--- src/rtl/dmem_stage_if.sv ---
// Data-memory bus between the MEM-stage front end and a single-ported word memory.
// master drives req/we/addr/wdata; slave returns ready/rdata.
interface dmem_stage_if #(
  parameter int AW = 30
);
  logic          mem_req;
  logic          mem_we;
  logic [AW-1:0] mem_addr;
  logic [31:0]   mem_wdata;
  logic          mem_ready;
  logic [31:0]   mem_rdata;

  modport master (
    output mem_req, mem_we, mem_addr, mem_wdata,
    input  mem_ready, mem_rdata
  );

  modport slave (
    input  mem_req, mem_we, mem_addr, mem_wdata,
    output mem_ready, mem_rdata
  );
endinterface

--- src/rtl/dmem_stage.sv ---
// MEM-stage data-memory front end: in-order store buffer with load forwarding,
// load-miss fetch FSM, and stall generation.
// Ports: clk, reset (sync, active-low), memread_mem/memwrite_mem/aluout_mem/
// writedata_mem from EX/MEM, readdata_mem/stall_mem/sb_empty out, mem bus (master).
module dmem_stage #(
  parameter int SB_DEPTH = 4,
  parameter int AW       = 30
) (
  input  logic        clk,
  input  logic        reset,
  input  logic        memread_mem,
  input  logic        memwrite_mem,
  input  logic [31:0] aluout_mem,
  input  logic [31:0] writedata_mem,
  output logic [31:0] readdata_mem,
  output logic        stall_mem,
  output logic        sb_empty,
  dmem_stage_if.master mem
);

  localparam int PW = $clog2(SB_DEPTH);

  typedef enum logic [1:0] {
    S_IDLE,
    S_WR,
    S_RD,
    S_LDONE
  } state_e;

  logic [AW-1:0] sb_addr_q [SB_DEPTH];
  logic [31:0]   sb_data_q [SB_DEPTH];
  logic [PW-1:0] head_q;
  logic [PW-1:0] tail_q;
  logic [PW:0]   count_q;
  logic [PW:0]   count_d;
  state_e        state_q;
  logic [AW-1:0] rd_addr_q;
  logic [31:0]   ld_data_q;

  logic [AW-1:0] waddr;
  logic          is_st;
  logic          is_ld;
  logic          full;
  logic          push;
  logic          pop;
  logic          hit;
  logic [31:0]   hit_data;
  logic [PW-1:0] idx;
  logic          miss;
  logic          unused_lo;

  assign waddr     = aluout_mem[AW+1:2];
  assign unused_lo = &{1'b0, aluout_mem[1:0]};

  // Simultaneous read+write is a store.
  assign is_st = memwrite_mem;
  assign is_ld = memread_mem & ~memwrite_mem;

  // Registered count only: a drain this cycle does not free a slot yet.
  assign full = (count_q == (PW+1)'(SB_DEPTH));
  assign push = is_st & ~full;
  assign pop  = (state_q == S_WR) & mem.mem_ready;

  // Scan oldest to youngest so the youngest match wins. The head entry
  // stays valid while its write is in flight.
  always_comb begin
    hit      = 1'b0;
    hit_data = '0;
    idx      = '0;
    for (int k = 0; k < SB_DEPTH; k++) begin
      idx = head_q + PW'(k);
      if (((PW+1)'(k) < count_q) && (sb_addr_q[idx] == waddr)) begin
        hit      = 1'b1;
        hit_data = sb_data_q[idx];
      end
    end
  end

  assign miss = is_ld & ~hit & (state_q != S_LDONE);

  always_comb begin
    count_d = count_q;
    unique case ({push, pop})
      2'b10:   count_d = count_q + 1'b1;
      2'b01:   count_d = count_q - 1'b1;
      default: count_d = count_q;
    endcase
  end

  // Entry storage needs no reset: count gates validity.
  always_ff @(posedge clk) begin
    if (reset && push) begin
      sb_addr_q[tail_q] <= waddr;
      sb_data_q[tail_q] <= writedata_mem;
    end
  end

  always_ff @(posedge clk) begin
    if (!reset) begin
      head_q    <= '0;
      tail_q    <= '0;
      count_q   <= '0;
      state_q   <= S_IDLE;
      rd_addr_q <= '0;
      ld_data_q <= '0;
    end else begin
      if (push) tail_q <= tail_q + 1'b1;
      if (pop)  head_q <= head_q + 1'b1;
      count_q <= count_d;
      unique case (state_q)
        S_IDLE: begin
          // Loads beat drain; a store pushed into an empty buffer
          // starts draining on the very next cycle.
          if (miss) begin
            state_q   <= S_RD;
            rd_addr_q <= waddr;
          end else if ((count_q != '0) || push) begin
            state_q <= S_WR;
          end
        end
        S_WR: begin
          if (mem.mem_ready) state_q <= S_IDLE;
        end
        S_RD: begin
          if (mem.mem_ready) begin
            ld_data_q <= mem.mem_rdata;
            state_q   <= S_LDONE;
          end
        end
        S_LDONE: state_q <= S_IDLE;
        default: state_q <= S_IDLE;
      endcase
    end
  end

  // Bus fields come from registers only, so they hold until ready.
  always_comb begin
    mem.mem_req   = 1'b0;
    mem.mem_we    = 1'b0;
    mem.mem_addr  = '0;
    mem.mem_wdata = '0;
    if (reset) begin
      unique case (state_q)
        S_WR: begin
          mem.mem_req   = 1'b1;
          mem.mem_we    = 1'b1;
          mem.mem_addr  = sb_addr_q[head_q];
          mem.mem_wdata = sb_data_q[head_q];
        end
        S_RD: begin
          mem.mem_req  = 1'b1;
          mem.mem_addr = rd_addr_q;
        end
        default: ;
      endcase
    end
  end

  always_comb begin
    readdata_mem = '0;
    if (reset) begin
      if (state_q == S_LDONE) readdata_mem = ld_data_q;
      else if (is_ld && hit)  readdata_mem = hit_data;
    end
  end

  assign stall_mem = reset & (miss | (is_st & full));
  assign sb_empty  = ~reset | ((count_q == '0) & (state_q != S_WR));

endmodule

--- src/flat_wrapper.sv ---
// flat-port wrapper written by rule: the top's interface ports become plain ports
module dmem_stage_flat 
#(
  parameter int SB_DEPTH = 4,
  parameter int AW       = 30
)
  (clk, reset, memread_mem, memwrite_mem, aluout_mem, writedata_mem, readdata_mem, stall_mem, sb_empty, mem_mem_req, mem_mem_we, mem_mem_addr, mem_mem_wdata, mem_mem_ready, mem_mem_rdata);
  dmem_stage_if #(.AW(AW)) mem_i ();
  input  logic clk;
  input  logic reset;
  input  logic memread_mem;
  input  logic memwrite_mem;
  input  logic [31:0] aluout_mem;
  input  logic [31:0] writedata_mem;
  output logic [31:0] readdata_mem;
  output logic stall_mem;
  output logic sb_empty;
  output wire logic [$bits(mem_i.mem_req)-1:0] mem_mem_req;
  output wire logic [$bits(mem_i.mem_we)-1:0] mem_mem_we;
  output wire logic [$bits(mem_i.mem_addr)-1:0] mem_mem_addr;
  output wire logic [$bits(mem_i.mem_wdata)-1:0] mem_mem_wdata;
  input wire logic [$bits(mem_i.mem_ready)-1:0] mem_mem_ready;
  input wire logic [$bits(mem_i.mem_rdata)-1:0] mem_mem_rdata;
  assign mem_mem_req = mem_i.mem_req;
  assign mem_mem_we = mem_i.mem_we;
  assign mem_mem_addr = mem_i.mem_addr;
  assign mem_mem_wdata = mem_i.mem_wdata;
  assign mem_i.mem_ready = mem_mem_ready;
  assign mem_i.mem_rdata = mem_mem_rdata;
  dmem_stage #(.SB_DEPTH(SB_DEPTH), .AW(AW)) u_core (.clk(clk), .reset(reset), .memread_mem(memread_mem), .memwrite_mem(memwrite_mem), .aluout_mem(aluout_mem), .writedata_mem(writedata_mem), .readdata_mem(readdata_mem), .stall_mem(stall_mem), .sb_empty(sb_empty), .mem(mem_i));
endmodule
--- config.mk ---
export PLATFORM = sky130hd
export DESIGN_NAME = dmem_stage_flat
export DESIGN_NICKNAME = d
export VERILOG_FILES = /design/src/rtl/dmem_stage_if.sv /design/src/rtl/dmem_stage.sv /design/src/flat_wrapper.sv
export SDC_FILE = /design/constraint.sdc
export NUM_CORES = 1
export LEC_CHECK = 0
export CELL_PAD_IN_SITES_DETAIL_PLACEMENT = 1
export CELL_PAD_IN_SITES_GLOBAL_PLACEMENT = 2
export CORE_MARGIN = 2
export CORE_UTILIZATION = 39
export CTS_CLUSTER_DIAMETER = 60
export DETAILED_ROUTE_END_ITERATION = 6
export PLACE_DENSITY_LB_ADDON = 0.1
export SLEW_MARGIN = 0
export SYNTH_ARGS = -nofsm -noshare
export SYNTH_HDL_FRONTEND = slang
export SYNTH_SLANG_ARGS = --single-unit
--- constraint.sdc ---
create_clock -name clk -period 4.3 [get_ports clk]
set_input_delay 0.645 -clock clk [delete_from_list [all_inputs] [get_ports clk]]
set_output_delay 0.645 -clock clk [all_outputs]
set_load 0.005 [all_outputs]
Word level (Yosys, flattened, before mapping)
Memories as Yosys holds them, arrays and structs flattened. A register that Yosys moved wholly into a read port is not among the register bits.
Cells that the tools add are included.
{"block": "op_classes", "addsub": 6, "order_cmp": 4, "eq_ne": 15, "n_mux": 31, "n_bitwise": 14, "n_reduce_logical": 15}
{"operator": "$mux 32", "n": 9}
{"operator": "$eq 30x30->1", "n": 4}
{"operator": "$pmux 30 s2", "n": 1}
{"operator": "$mux 30", "n": 1}
{"operator": "$mux 2", "n": 8}
{"operator": "$mux 1", "n": 10}
{"operator": "$and 1x1->1", "n": 8}
{"operator": "$pmux 2 s4", "n": 1}
{"operator": "$eq 2x2->1 const B", "n": 3}
{"operator": "$logic_and 1x1->1", "n": 6}
{"operator": "$lt 1x3->1 const A", "n": 2}
{"operator": "$lt 2x3->1 const A", "n": 2}
{"operator": "$ne 2x2->1 const B", "n": 3}
{"operator": "$pmux 3 s2", "n": 1}
{"operator": "$add 2x1->2 const B", "n": 2}
{"operator": "$add 2x2->2 const B", "n": 2}
{"operator": "$eq 2x1->1 const B", "n": 2}
{"operator": "$not 1->1", "n": 4}
{"operator": "$reduce_and 2->1", "n": 2}
{"operator": "$add 3x1->3 const B", "n": 1}
{"operator": "$eq 3x3->1 const B", "n": 1}
{"operator": "$logic_not 3->1", "n": 1}
{"operator": "$ne 3x1->1 const B", "n": 1}
{"operator": "$reduce_and 3->1", "n": 1}
{"operator": "other kinds (8)", "n": 9}
{"block": "totals", "regBits": 71, "ramBits": 248, "inputBits": 101, "output_inout_bits": 98, "memories": 2}
{"memory": "u_core.sb_data_q", "depth": 4, "word_bits": 32, "rd": 4, "rd_ports_with_merged_regs": 1, "wr": 1, "line_no": "dmem_stage.sv:31", "rtl": "logic [31:0] sb_data_q [SB_DEPTH];"}
{"memory": "u_core.sb_addr_q", "depth": 4, "word_bits": 30, "rd": 4, "rd_ports_with_merged_regs": 1, "wr": 1, "line_no": "dmem_stage.sv:30", "rtl": "logic [AW-1:0] sb_addr_q [SB_DEPTH];"}

Longest topological paths before layout
Gate-level depths: netlist of the first run.
An unclocked memory read counts as a cell.
{"block": "logic_depth", "word_depth": 12, "ltp_mapped": 18, "ltp_nobuf": 9}

Least setup slack after synthesis of the first run
No wires, ideal clock.
{"block": "synth_path", "kind": "in2out", "start": "input port aluout_mem[15]", "end": "output port readdata_mem[10]", "arrival_time_ns": 3.420, "setup_slack_ns": 0.235, "cell_stages": 11, "n_path_buf": 4, "path_cell_list": "buf_1 -> xnor2_1 -> o221a_1 -> or4_1 -> or4_1 -> clkbuf_1 -> o31a_1 -> buf_2 -> clkbuf_1 -> a311o_1 -> o21ai_1"}
{"block": "synth_between", "elab_chain_len": 10, "elab_cells_between_ends": 20, "cone_classes": "4 x eq/ne; 11 x mux; 5 x reduce/logical"}
{"item": "start: declaration", "line_no": "flat_wrapper.sv:13", "rtl": "input logic [31:0] aluout_mem;"}
{"item": "$eq 30x30->1", "line_no": "dmem_stage.sv:72", "rtl": "if (((PW+1)'(k) < count_q) && (sb_addr_q[idx] == waddr)) begin"}
{"item": "$logic_and 1x1->1", "line_no": "dmem_stage.sv:72"}
{"item": "$mux 1 (4 in series)", "line_no": "dmem_stage.sv:72"}
{"item": "$logic_and 1x1->1", "line_no": "dmem_stage.sv:163", "rtl": "else if (is_ld && hit) readdata_mem = hit_data;"}
{"item": "$mux 32 (*)", "line_no": "dmem_stage.sv:163"}
{"item": "$mux 32 (*)", "line_no": "dmem_stage.sv:162", "rtl": "if (state_q == S_LDONE) readdata_mem = ld_data_q;"}
{"item": "$mux 32 (*)", "line_no": "dmem_stage.sv:161", "rtl": "if (reset) begin"}
{"item": "end: declaration", "line_no": "flat_wrapper.sv:15", "rtl": "output logic [31:0] readdata_mem;"}
Every way passes the cells marked *; elsewhere a longest branch is shown, timed or not.

Worst setup path after layout of the first run
{"block": "layout_path", "start": "register u_core.head_q[0]", "end": "output port readdata_mem[14]"}
{"block": "layout_between", "elab_chain_len": 11, "elab_cells_between_ends": 21, "cone_classes": "3 x add/sub; 3 x eq/ne; 9 x mux; 4 x reduce/logical; 2 x memory"}
{"item": "start: declaration", "line_no": "dmem_stage.sv:32", "rtl": "logic [PW-1:0] head_q;"}
{"item": "start signal: assignment", "line_no": "dmem_stage.sv:108", "rtl": "if (pop) head_q <= head_q + 1'b1;"}
{"item": "$add 2x1->2", "line_no": "dmem_stage.sv:71", "rtl": "idx = head_q + PW'(k);"}
{"item": "$mem_v2 4x30"}
{"item": "$eq 30x30->1", "line_no": "dmem_stage.sv:72"}
{"item": "$logic_and 1x1->1", "line_no": "dmem_stage.sv:72"}
{"item": "$mux 1 (3 in series)", "line_no": "dmem_stage.sv:72"}
{"item": "$logic_and 1x1->1", "line_no": "dmem_stage.sv:163"}
{"item": "$mux 32 (*)", "line_no": "dmem_stage.sv:163"}
{"item": "$mux 32 (*)", "line_no": "dmem_stage.sv:162"}
{"item": "$mux 32 (*)", "line_no": "dmem_stage.sv:161"}
Marks and branches as above.

==> flow_summary.ini, run 1 <==
[timing]
timing.final.ws_setup_ns = -0.831
final_period_minus_worst_setup_slack_ns = 5.13
holdWs_ns = 0.457
relSlewSlack_pct = 29.9
period_share_pct = 119
finalClockSkew_ns = 0.0151
setup_violations = 33
fmax_mhz = 195
hold_viol_final = 0
maxSlewViolCount = 0
rsz0062_at_grt = yes
tightest_slew_ns = 1.05

[clocking]
clockBufferDepth = 3
ctsRootBufferMaster = clkbuf_16
cts_tree = yes
h-tree-depth = 2
clock_latency_ns = 0.59
cts.sinks = 321
cts_buffers = 44
clk_pin_slew_ns = 0.06

[synth]
seq_area_frac_synth_pct = 43.0
synth_area_um2 = 20700
synth.net_count = 1950
synth_edf_count = 248
async_flop_share_pct = 0
ys.flop_type = edfxtp_1
ys_ff_latch = 321
synth.avg_cell_area_um2 = 11.3
synth.distinct_cells = 74
syn_inst = 1836
ys_warn_count = 0

[detailed_routing]
route.detailed.drc = 0
via_per_inst = 6.08
ant_nets = 0
routed_wl_um = 83300
dr.first_iter.drc_count = 1599
vias = 18300
drtPass1Iterations = 5
wire_per_inst_um = 27.6

[global_routing]
use_met1_pct = 41.6
antenna_found_initial = 7
overflow = 0
grt_pass1_wl_um = 120000
met3_usage_pct = 6.13
use_met2_pct = 45.9
grt_busiest_layer = met2
grt_pass1_vias = 18800
grt_max_degree = 91
gr-usage-all-layers_pct = 29.7

[status]
status = complete, but fails checks
violations = setup timing

[floorplanning]
die-area_um2 = 55000
core_area_um2 = 52600
io_pins = 199
std_cell_rows = 84
start_util_pct = 39.4
die_h_um = 235
die_w_um = 235

[setup_path]
crit_path_max_fanout = 6
crit_type = register to primary output
rrSetupSlack_ns = 0.38
r2r-start = u_core.head_q[0]$_SDFFE_PN0P_
cp_data_arrival_time_ns = 4.49
timing.rr.end = u_core.rd_addr_q[4]$_SDFFE_PN0P_
worstSetupEndpointType = primary output
cp.required_ns = 3.65
worstRegToRegCells = 11
start_kind = register

[power]
ir_drop_v = 0.000337
powerDensity_nw_per_um2 = 385
power.static_leakage_nw = 9.45

[placement]
gp_congestion = 0.906
dpl.hpwl_um = 57400
portBuffers = 196
pre_cts_slack_ns = -0.939

[finish]
layout.nets = 2398
fin_util_pct = 53.5
final_common_cell = buf_4
drive_above_1_share_pct = 32.0
final_cell_mix = buf_4, edfxtp_1, nand2_1
area_growth_pct = 35.7
fill_cells = 5550

[min_path]
min_to = u_core.rd_addr_q[22]$_SDFFE_PN0P_
hold_path_class = register to register
min_from = u_core.rd_addr_q[22]$_SDFFE_PN0P_
min_path_cells = 2

[job]
drv_cap = 0
how the worst max path moves through the flow:
stage,cells past startpoint,endpoint,startpoint
2_1_floorplan,11,readdata_mem[10],aluout_mem[15]
3_3_place_gp,10,readdata_mem[17],aluout_mem[26]
3_5_place_dp,10,readdata_mem[17],aluout_mem[26]
5_1_grt,12,readdata_mem[14],u_core.head_q[0]$_SDFFE_PN0P_
4_1_cts,14,readdata_mem[1],u_core.head_q[0]$_SDFFE_PN0P_
6_report,12,readdata_mem[14],u_core.head_q[0]$_SDFFE_PN0P_
layer usage:
metal,share of wire (%),wire length (µm)
met1,44,36400
met3,7.5,6230
met5,0.012,10
met2,45,37800
met4,3.3,2730
report_power, final:
group	internal (W)	leakage [nW]	switching [W]
logic	0.00154	5.86	0.00173
clock network	0.00239	0.750	0.00152
registers	0.00351	2.85	0.000131
logic make-up (layout without fill, tap and decap cells):
family | count (synthesis) | after routing | synth area share, %
other | 0 | 6 | 0
multiplexers | 329 | 329 | 23.4
flip-flops | 321 | 321 | 43.0
adder cells (fa/ha/maj) | 13 | 13 | 0.785
AND/OR/NAND/NOR | 498 | 498 | 11.4
AO/OA/AOI/OAI | 355 | 355 | 12.4
buffers and inverters | 216 | 698 | 4.63
XOR/XNOR | 104 | 104 | 4.40
sequential cells by signal, summed over array words and instances, names as in the netlist, named ones only:
signal	count
u_core.count_q	3
u_core.head_q	2
u_core.ld_data_q	32
u_core.rd_addr_q	30
u_core.sb_addr_q	120
u_core.sb_data_q	128
u_core.state_q	2
u_core.tail_q	2
synth_stat cells (10+ instances only):
cell	count	area, µm²
o311ai_1	32	280
nand2_1	228	856
mux2i_1	162	1620
xor2_1	19	166
nor2_1	75	282
buf_2	26	130
buf_1	18	67.6
a311oi_1	34	298
inv_1	21	78.8
and2_1	43	269
xnor2_1	85	744
a22oi_1	30	225
and3_1	10	62.6
edfxtp_1	248	7450
nand3_1	17	85.1
nor4_1	39	244
mux2_2	41	462
nor3_1	10	50.1
o21ai_1	33	165
a311o_1	32	320
mux4_2	120	2700
a21oi_1	48	240
o22ai_1	12	75.1
clkbuf_1	134	503
dfxtp_1	73	1460
nand4_1	44	275
ha_1	13	163
buf_6	14	158
a21boi_0	35	263
o21ai_0	44	220
area by class of cell:
cell class	count	area, µm²	area share (%)
Multi-Input combinational cell	1299	11300	40.1
Clock buffer	54	1180	4.19
Inverter	21	78.8	0.280
Timing Repair Buffer	597	5420	19.3
Clock inverter	26	352	1.25
Antenna cell	6	15.0	0.0534
Tap cell	688	861	3.06
Sequential cell	321	8920	31.7
metrics by stage:
step           power, W  cells  TNS, ns  cell area (µm²)
5_1_grt          0.0112   3010   -27.28            28100
3_5_place_dp    0.00676   2881   -28.30            25800
6_report         0.0108   3012   -24.98            28100
2_1_floorplan   0.00542   1836        0            20700
3_3_place_gp    0.00670   2881   -25.95            25800
4_1_cts          0.0108   2981   -24.36            27700
critical path, cell delays in order, from the launching register on:
cell     delay, ns
dfxtp_4       0.48
buf_12        0.16
mux2_4        0.31
or2_0         0.21
o221a_1       0.22
or4_4         0.57
or4_4         0.59
o31a_4        0.44
buf_8         0.17
buf_12        0.14
a311o_1       0.33
o21ai_1       0.14
buf_2         0.13
what timing repair did:
| item | 4_1_cts | 5_1_grt |
|---|---|---|
| cloned | 0 | 4 |
| resized for setup | 114 | 99 |
| pin swaps | 7 | 15 |
| buffers inserted | 20 | 22 |
| setup endpoints to repair | 33 | 33 |
| hold buffers | 0 | 0 |
Note: power is estimated with default switching activity, not from simulation.
==> inputs of run 2 (changes only) <==
--- a/config.mk
+++ b/config.mk
@@ -8,8 +8,10 @@
 export CELL_PAD_IN_SITES_DETAIL_PLACEMENT = 1
 export CELL_PAD_IN_SITES_GLOBAL_PLACEMENT = 2
 export CORE_MARGIN = 2
-export CORE_UTILIZATION = 39
+export CORE_UTILIZATION = 40
+export CTS_BUF_LIST = sky130_fd_sc_hd__clkbuf_2 sky130_fd_sc_hd__clkbuf_4 sky130_fd_sc_hd__clkbuf_8
 export CTS_CLUSTER_DIAMETER = 60
+export CTS_CLUSTER_SIZE = 20
 export DETAILED_ROUTE_END_ITERATION = 6
 export PLACE_DENSITY_LB_ADDON = 0.1
 export SLEW_MARGIN = 0
==> run 2 against run 1 <==
Compared with the run above:
- the flow still finishes with violations (setup timing)
- sequential power hardly changed
- critical path depth is 1 higher
- worst hold slack worse by 0.025 ns
- via count is 0.39% lower
- clock skew increased by 0.015 ns
- sequential share of layout area up 0.60 points
- design area decreased by 1.8%
- power down 12%
- largest power group is now sequential cells
- highest routed layer unchanged
==> flow_summary.ini, run 2 (synthesized netlist as in run 1, its figures left out) <==
[finish]
final_common_cell = buf_4
largest_reg_flops = 128
drive_above_1_share_pct = 32.7
fill_cells = 5412
fin_cells = 2991
final_cell_mix = buf_4, edfxtp_1, nand2_1
regMostFlops = u_core.sb_data_q
ff_latch_area_um2 = 8920
multi_input_area_um2 = 11300
reg_top3 = u_core.sb_data_q: 128 flops, u_core.sb_addr_q: 120 flops, u_core.ld_data_q: 32 flops
layout.nets = 2389
area_growth_pct = 33.2

[status]
violations = setup timing
status = complete, but fails checks

[floorplanning]
start_util_pct = 40.4
die_w_um = 232
core_area_um2 = 51300
die_h_um = 232
std_cell_rows = 83
die-area_um2 = 53600
io_pins = 199

[power]
p_sw_w = 0.00339
p_clk_share_pct = 26.7
p_seq_share_pct = 38.1
powerDensity_nw_per_um2 = 344
power.internal_w = 0.00612
power_w = 0.00951
comb_power_share_pct = 35.2
switching_share_pct = 35.6
power.static_leakage_nw = 9.13
ir_drop_v = 0.000218

[setup_path]
worstRegToRegCells = 19
critPathLaunch = u_core.head_q[0]$_SDFFE_PN0P_
crit_buf_inv = 5
critPathMaxStageDelay_ns = 0.54
cp.required_ns = 3.65
cp_top_family = simple AND/OR/NAND/NOR gates
rrSetupSlack_ns = 0.26
cp_cell_sequence = buf_12, buf_12, mux2_4, or2_0, o221a_1, or4_4, or4_4, o31a_4, buf_6, buf_8, a311o_1, o21ai_1, buf_2
crit_path_max_fanout = 9
timing.rr.end = u_core.rd_addr_q[15]$_SDFFE_PN0P_
endpoint = readdata_mem[15]
r2r-start = u_core.head_q[0]$_SDFFE_PN0P_
start_kind = register
critical_path_cell_count = 13
cp_data_arrival_time_ns = 4.32
crit_type = register to primary output
cp_slowest_cell = or4_4
worstSetupEndpointType = primary output

[clocking]
ctsRootBufferMaster = clkbuf_8
clockBufferDepth = 3
holdBufCountCts = 0
clk_pin_slew_ns = 0.10
cts_tree = yes
cts_buffers = 39
clock_latency_ns = 0.65
h-tree-depth = 2
cts.sinks = 321

[detailed_routing]
route.detailed.drc = 0
dr.first_iter.drc_count = 1715
drtPass1Iterations = 5
vias = 18300
wire_per_inst_um = 28.0
via_per_inst = 6.10
ant_nets = 0
routed_wl_um = 83800

[min_path]
min_path_cells = 3
hold_path_class = primary input to register

[timing]
timing.final.ws_setup_ns = -0.669
period_share_pct = 116
final_period_minus_worst_setup_slack_ns = 4.97
finalClockSkew_ns = 0.0300
fmax_mhz = 201
tightest_slew_ns = 1.10
maxSlewViolCount = 0
relSlewSlack_pct = 26.8
rsz0062_at_grt = yes
setup_violations = 33
hold_viol_final = 0

[global_routing]
antenna_found_initial = 8
grt_pass1_vias = 18600
grt_pass1_wl_um = 122000
overflow = 0
gr-usage-all-layers_pct = 30.6
grt_max_degree = 106

[placement]
place_inst = 2879
dpl.hpwl_um = 59100
gp_congestion = 0.905
portBuffers = 196
pre_cts_slack_ns = -0.844

[job]
drv_cap = 0
run 2: layer usage:
layer	wire length, µm	GRT usage (%)	vias to the layer above
met3	6680	6.90	120
met1	37200	43.0	9369
li1	-	-	8001
met2	37900	47.4	756
met4	2060	8.69	4
met5	23	0	-
run 2: layout make-up:
type,count,share of cell area (%)
multi-input cells,1299,41.0
flip-flops and latches,321,32.3
repair buffers,593,20.0
well taps,680,3.08
clock buffers,42,2.07
clock inverters,29,1.16
inverters,21,0.286
diodes,6,0.0544
run 2: how the worst min path moves through the flow:
stage	from	slack (ns)	endpoint
2_1_floorplan	u_core.rd_addr_q[11]$_SDFFE_PN0P_	0.43	u_core.rd_addr_q[11]$_SDFFE_PN0P_
3_3_place_gp	u_core.rd_addr_q[16]$_SDFFE_PN0P_	0.44	u_core.rd_addr_q[16]$_SDFFE_PN0P_
3_5_place_dp	u_core.rd_addr_q[8]$_SDFFE_PN0P_	0.45	u_core.rd_addr_q[8]$_SDFFE_PN0P_
4_1_cts	reset	0.40	u_core.rd_addr_q[27]$_SDFFE_PN0P_
5_1_grt	reset	0.44	u_core.rd_addr_q[0]$_SDFFE_PN0P_
6_report	reset	0.43	u_core.rd_addr_q[8]$_SDFFE_PN0P_
run 2: metrics by stage:
step / cell area (µm²) / hold WS, ns / utilization [%] / TNS (ns)
after floorplan: 20700 / 0.434 / - / 0
after global placement: 25900 / 0.443 / 50.4 / -23.38
after detailed placement: 25900 / 0.450 / 50.4 / -25.40
after CTS: 27100 / 0.397 / 52.9 / -24.07
after global routing: 27600 / 0.437 / 53.8 / -24.25
final: 27600 / 0.433 / 53.8 / -20.62
run 2: power groups by stage:
stage,sequential (W),combinational (W),clock [W]
detailed placement,0.00371,0.00308,0
floorplan,0.00364,0.00178,0
finish,0.00362,0.00335,0.00254
global route,0.00364,0.00353,0.00271
CTS,0.00362,0.00321,0.00260
global placement,0.00369,0.00303,0
run 2: worst min-delay path: stages:
cell and delay, ns:
buf_4 0.21, nand2_1 0.10, mux2i_1 0.05
run 2: what timing repair did:
| item | in CTS | in global routing |
|---|---|---|
| endpoints found under the hold margin | 0 | 0 |
| buffers inserted | 20 | 11 |
| pin swaps | 28 | 36 |
| setup endpoints to repair | 33 | 33 |
| resized for setup | 174 | 69 |
| cloned | 3 | 2 |
